<file path="src/rtl/fb_arbiter.sv">
// rtl/fb_arbiter.sv - framebuffer single-port RAM arbiter: scanout reads over two round-robin draw writers
//
// Purpose: shares one synchronous single-port framebuffer RAM between the
// display scanout (strict priority) and two draw-writer channels that are
// served round-robin. The grant is decided combinationally in cycle N and the
// memory access is launched from registers in cycle N+1. Read data returns
// one cycle later and is passed straight through to the scanout.
//
// Optional feature: define FB_ARBITER_VBLANK_WRITE_EN to let writers in only
// while vblank=1 (tear-free drawing). Without it vblank is ignored.
//
// Ports:
//   clk, reset            system clock; asynchronous active-high reset
//   disp_req, disp_addr   scanout read request pulse and word address
//   disp_rvalid, disp_rdata  scanout read data strobe (N+2) and data
//   wr0_*/wr1_*           writer channels: req/addr/data held until ack
//   mem_en, mem_we, mem_addr, mem_wdata, mem_rdata  RAM port (1-cycle read)
//   vblank                vertical blank from the timing generator
//   stall_clr, stall_cnt  writer stall counter (saturating) and its clear
module fb_arbiter #(
   parameter int AW = 17,
   parameter int DW = 12
) (
   input  logic          clk,
   input  logic          reset,
   input  logic          disp_req,
   input  logic [AW-1:0] disp_addr,
   output logic          disp_rvalid,
   output logic [DW-1:0] disp_rdata,
   input  logic          wr0_req,
   input  logic [AW-1:0] wr0_addr,
   input  logic [DW-1:0] wr0_data,
   output logic          wr0_ack,
   input  logic          wr1_req,
   input  logic [AW-1:0] wr1_addr,
   input  logic [DW-1:0] wr1_data,
   output logic          wr1_ack,
   output logic          mem_en,
   output logic          mem_we,
   output logic [AW-1:0] mem_addr,
   output logic [DW-1:0] mem_wdata,
   input  logic [DW-1:0] mem_rdata,
   input  logic          vblank,
   input  logic          stall_clr,
   output logic [15:0]   stall_cnt
);

   logic write_gate;
   logic elig0, elig1;
   logic grant_rd, grant_w0, grant_w1;
   logic stall_inc;
   // Round-robin pointer: 1 means wr1 wins the next two-way contest.
   logic favor_wr1;

`ifdef FB_ARBITER_VBLANK_WRITE_EN
   assign write_gate = vblank;
`else
   // vblank is ignored in this build; writers may go whenever display is idle.
   assign write_gate = vblank | 1'b1;
`endif

   always_comb begin
      // A writer whose ack is showing this cycle has just completed; a still
      // high req is a new transaction and competes from the next cycle on.
      elig0    = wr0_req & ~wr0_ack;
      elig1    = wr1_req & ~wr1_ack;
      grant_rd = disp_req;
      grant_w0 = 1'b0;
      grant_w1 = 1'b0;
      if (!disp_req && write_gate) begin
         if (elig0 && (!elig1 || !favor_wr1)) begin
            grant_w0 = 1'b1;
         end else if (elig1) begin
            grant_w1 = 1'b1;
         end
      end
      stall_inc = (elig0 | elig1) & ~(grant_w0 | grant_w1);
   end

   // Read data is not registered: the RAM already supplies it in N+2.
   assign disp_rdata = mem_rdata;

   always_ff @(posedge clk or posedge reset) begin
      if (reset) begin
         mem_en      <= 1'b0;
         mem_we      <= 1'b0;
         mem_addr    <= '0;
         mem_wdata   <= '0;
         wr0_ack     <= 1'b0;
         wr1_ack     <= 1'b0;
         disp_rvalid <= 1'b0;
         favor_wr1   <= 1'b0;
         stall_cnt   <= 16'd0;
      end else begin
         mem_en      <= grant_rd | grant_w0 | grant_w1;
         mem_we      <= grant_w0 | grant_w1;
         wr0_ack     <= grant_w0;
         wr1_ack     <= grant_w1;
         disp_rvalid <= mem_en & ~mem_we;

         // Address/data hold their last values on idle cycles.
         if (grant_rd) begin
            mem_addr <= disp_addr;
         end else if (grant_w0) begin
            mem_addr  <= wr0_addr;
            mem_wdata <= wr0_data;
         end else if (grant_w1) begin
            mem_addr  <= wr1_addr;
            mem_wdata <= wr1_data;
         end

         if (grant_w0) begin
            favor_wr1 <= 1'b1;
         end else if (grant_w1) begin
            favor_wr1 <= 1'b0;
         end

         if (stall_clr) begin
            stall_cnt <= 16'd0;
         end else if (stall_inc && (stall_cnt != 16'hFFFF)) begin
            stall_cnt <= stall_cnt + 16'd1;
         end
      end
   end

endmodule

</file>
<file path="config.mk">
export PLATFORM = sky130hd
export DESIGN_NAME = fb_arbiter
export DESIGN_NICKNAME = d
export VERILOG_FILES = /design/src/rtl/fb_arbiter.sv
export SDC_FILE = /design/constraint.sdc
export NUM_CORES = 1
export LEC_CHECK = 0
export CAP_MARGIN = 20
export CORE_MARGIN = 4
export CORE_UTILIZATION = 35
export DETAILED_ROUTE_END_ITERATION = 7
export MAX_ROUTING_LAYER = met4
export PLACE_DENSITY = 0.77
export SETUP_SLACK_MARGIN = 0.5
export SLEW_MARGIN = 20
export SYNTH_ARGS = -nofsm -noshare
export SYNTH_HDL_FRONTEND = slang
export SYNTH_SLANG_ARGS = --single-unit
</file>
<file path="constraint.sdc">
create_clock -name clk -period 1.7 [get_ports clk]
set_input_delay 0.255 -clock clk [delete_from_list [all_inputs] [get_ports clk]]
set_output_delay 0.255 -clock clk [all_outputs]
set_load 0.05 [all_outputs]
</file>
==> summary.md, run 1 <==
| Metric | Value |
|---|---|
| Synth warnings | `0` |
| Initial antenna violation count | `0` |
| H-tree depth | `2` |
| Global Route Usage Sum | `0.2263` |
| Syn nets | `398` |
| Rel. slew slack | `0.7495` |
| CTS tree | `yes` |
| Fraction of registers with async set or reset after synthesis | `1.000` |
| Inserted Diodes | `0` |
| I/O Buffers | `between 100 and 150` |
| Ports | `~160` |
| Area of the multi-input gates | `1862 um^2` |
| Via density | `roughly 5.5` |
| Sink Count | `51` |
| Post-CTS Hold Buffers | `0` |
| Register area | `between 1000 and 1500 um^2` |
| Slew @ Worst Pin | `0.3758 ns` |
| Outcome | `complete, but fails checks` |
| Largest net degree at the start of global routing | `52` |
| Root Buffer Master | `clkbuf_8` |
| Slowest stage cell, crit path | `dfrtp_2` |
| DRC Markers | `0` |
| Failing checks | `setup timing` |
| Slew Viols, Final | `0` |
| Ys flop type | `dfrtp_1` |
| CP bufs+invs | `4` |
| Max Clk Rate | `about 570 MHz` |
| Skew final | `approximately 0.0096 ns` |
| Total wire length | `between 10000 and 15000 um` |
| Max Root-Sink Buffers | `2` |
| Routed Antenna Nets | `0` |
| Clock group share of total power | `0.207` |
| CP endpoint kind | `register` |
| Leak pwr | `approximately 2.4 nW` |
| Sequential Power Share | `0.367` |
| Layout overhead on the synthesized area | `100.9%` |
| Setup crit start kind | `register` |
| Mapped Cells | `around 300` |
| Worst IR Drop VDD | `0.4754 mV` |
| Synth top area share | `0.4489` |
| Global-route wire length before repair | `around 17000 um` |
| Fillers | `between 500 and 600` |
| Core Region | `7807 um^2` |
| Dpl ws | `-0.3350 ns` |
| EDFF count, synth | `0` |
| Final critical-path share of the clock period | `1.040` |
| Dpl hpwl | `approximately 6800 um` |
| Die width | `approximately 98 um` |
| Final non-filler cell total | `595` |
| Minimum clock period | `about 1.8 ns` |
| Setup violations, final | `9` |
| Required time of the critical path | `~1.9 ns` |
| Net Sw Power | `between 1 and 1.5 mW` |
| Inst Count DP | `547` |
| Final Hold Fails | `0` |
| Delay-heaviest family, CP | `buffers and inverters` |
| GR Overflow Total | `0` |
| Avg WL per Cell | `about 20 um` |
| Die area | `9628 um^2` |
| Power per cell area | `about 670 nW/um^2` |
| Cell Int Power | `around 2.5 mW` |
| Critical Path Fanout Max | `5` |
| Worst-path clk slew | `roughly 0.10 ns` |
| Initial Utilization | `0.3641` |
| Final Worst Setup Slack | `-0.06817 ns` |
| Sequential area share after synthesis | `0.4489` |
| # rows | `32` |
| RSZ-0062 raised after global routing | `yes` |
| Synth Area per Inst | `about 9.4 um^2` |
| Post-synthesis cell area | `between 2000 and 3000 um^2` |
| Top post-synthesis cells by area | `dfrtp_1, o31ai_1, nor2_1` |
| Total CTS buffers | `5` |
| Clock Latency Late Sink | `0.30 ns` |
| Setup TNS | `-0.2857 ns` |
| Post-layout util | `0.7314` |
| Final net count | `a little under 600` |
| 1st-pass router iterations | `4` |
| Hold WS | `~0.36 ns` |
| Crit Path Category | `reg -> reg` |
| Cell taking the most area after synthesis | `dfrtp_1` |
| # Max-Cap Violations | `0` |
| Net Sw Frac | `0.3573` |
| Worst path most repeated cell | `buf_6` |
| Hold crit path type | `in -> async` |
| CP Cell Sequence | `and2b_2, buf_6, buf_6, nor2_4, buf_6, buf_6, a211oi_2, o31ai_1` |
| Violation count after the first detailed-route iteration | `between 100 and 150` |
| Die height | `98.12 um` |
| Flop-to-flop setup slack | `-0.07 ns` |
| Via count of the first global-routing pass | `approximately 3400` |
| Critical path's largest stage delay | `about 0.39 ns` |
| Data arrival time of the critical path | `just under 2 ns` |
| Total number of vias | `3279` |
| GPL Wtd Cong | `a little over 0.8` |
| FF+latch count, synth | `slightly above 50` |
| Yosys cell types | `39` |
| Gate power share | `0.426` |
| Layout cell share with drive strength beyond 1 | `0.4970` |
worst paths after layout:
check                        start             to  cells past startpoint
min                          reset   stall_cnt[5]                      3
max in group asynchronous    reset  stall_cnt[15]                      3
min in group clk            mem_we    disp_rvalid                      1
min reg2reg                 mem_we    disp_rvalid                      1
max                        wr1_ack    mem_addr[0]                      8
max reg2reg                wr1_ack    mem_addr[0]                      8
placed cells by master (no fill, tap or decap), drive strengths merged:
cell type / instances
mux2: 8
nand4: 3
inv: 2
nand2: 23
and4: 2
dfrtp: 51
or4: 6
nor4: 7
nor2: 40
clkdlybuf4s50: 78
ha: 1
clkbuf: 7
buf: 133
nor2b: 9
a211oi: 17
o21ai: 5
o211ai: 1
clkinvlp: 2
mux2i: 12
nor4b: 1
a21oi: 22
nand3b: 1
and2b: 1
nor3: 1
nand3: 11
dlygate4sd2: 2
nand2b: 2
and3: 20
o31ai: 23
or3: 2
metal layers:
| layer | up-vias | share of wire | GRT usage |
|---|---|---|---|
| met5 | - | 0 | - |
| met4 | 0 | 0.037 | 0.08307 |
| met3 | 33 | 0.048 | 0.03643 |
| met2 | 143 | 0.53 | 0.3932 |
| met1 | 1637 | 0.38 | 0.2629 |
| li1 | 1466 | - | - |
state kept, by name, summed over array words and instances (netlist names):
signal and flops:
disp_rvalid 1, mem_en 1, mem_addr 17, mem_we 1, favor_wr1 1, wr0_ack 1, mem_wdata 12, wr1_ack 1
stall_cnt 16
area by class of cell:
class,count,share of cell area
repair buffers,213,0.4034
clock inverters,1,0.001315
inverters,3,0.002629
clock buffers,7,0.01687
well taps,102,0.02235
multi-input cells,218,0.3260
flip-flops and latches,51,0.2274
kinds of logic (layout without fill, tap and decap cells):
group                      after synthesis  after routing  synth area share
AOI/OAI and AO/OA                       68             68            0.1558
adders and majority gates                1              1          0.004401
and+or+nand+nor                        129            129            0.2478
buffers and inverters                   34            224           0.06646
DFF                                     51             51            0.4489
muxes                                   20             20           0.07658
cell usage after synthesis (3+ instances only):
master,number
and3_1,20
nor4_1,4
nor2_1,39
clkbuf_1,13
mux2i_1,12
o21ai_0,4
buf_2,4
or4_1,5
buf_4,13
dfrtp_1,51
a211oi_1,17
a21oi_1,22
inv_1,3
mux2_2,5
nand2_1,23
o31ai_1,23
nor2b_1,9
nand3_1,10
repair_timing:
item	in CTS	in global routing
hold endpoints to repair	0	0
setup buffers	22	12
resized for setup	85	56
pin swaps	31	27
setup endpoints to repair	68	69
gates cloned	6	0
per-stage QoR:
step | total power, mW | area, um^2
finish | 3.813 | 5710
detailed placement | 2.720 | 4577
floorplan | 2.234 | 3089
global placement | 2.697 | 4577
CTS | 3.713 | 5349
global route | 3.974 | 5710
power by group through the flow:
stage	registers [mW]	clock network, mW	logic (mW)
global route	1.41	0.857	1.71
finish	1.40	0.790	1.62
CTS	1.39	0.807	1.51
global placement	1.41	0	1.28
floorplan	1.80	0	0.438
detailed placement	1.42	0	1.30
worst min-delay path, stage by stage:
cell and delay (ns):
clkdlybuf4s50_1 0.44, clkinvlp_4 0.10, buf_12 0.26
Power figures use the tool's default switching activity.
==> run 2, diff against run 1 <==
CAP_MARGIN = unset   (was 20)
==> results of run 2 <==
Same layout as run 1: the final DEF is identical, and so are final timing and power.
==> run 3, diff against run 2 <==
CAP_MARGIN = 20   (was unset)
==> results of run 3 <==
Same layout as run 1: the final DEF is identical, and so are final timing and power.
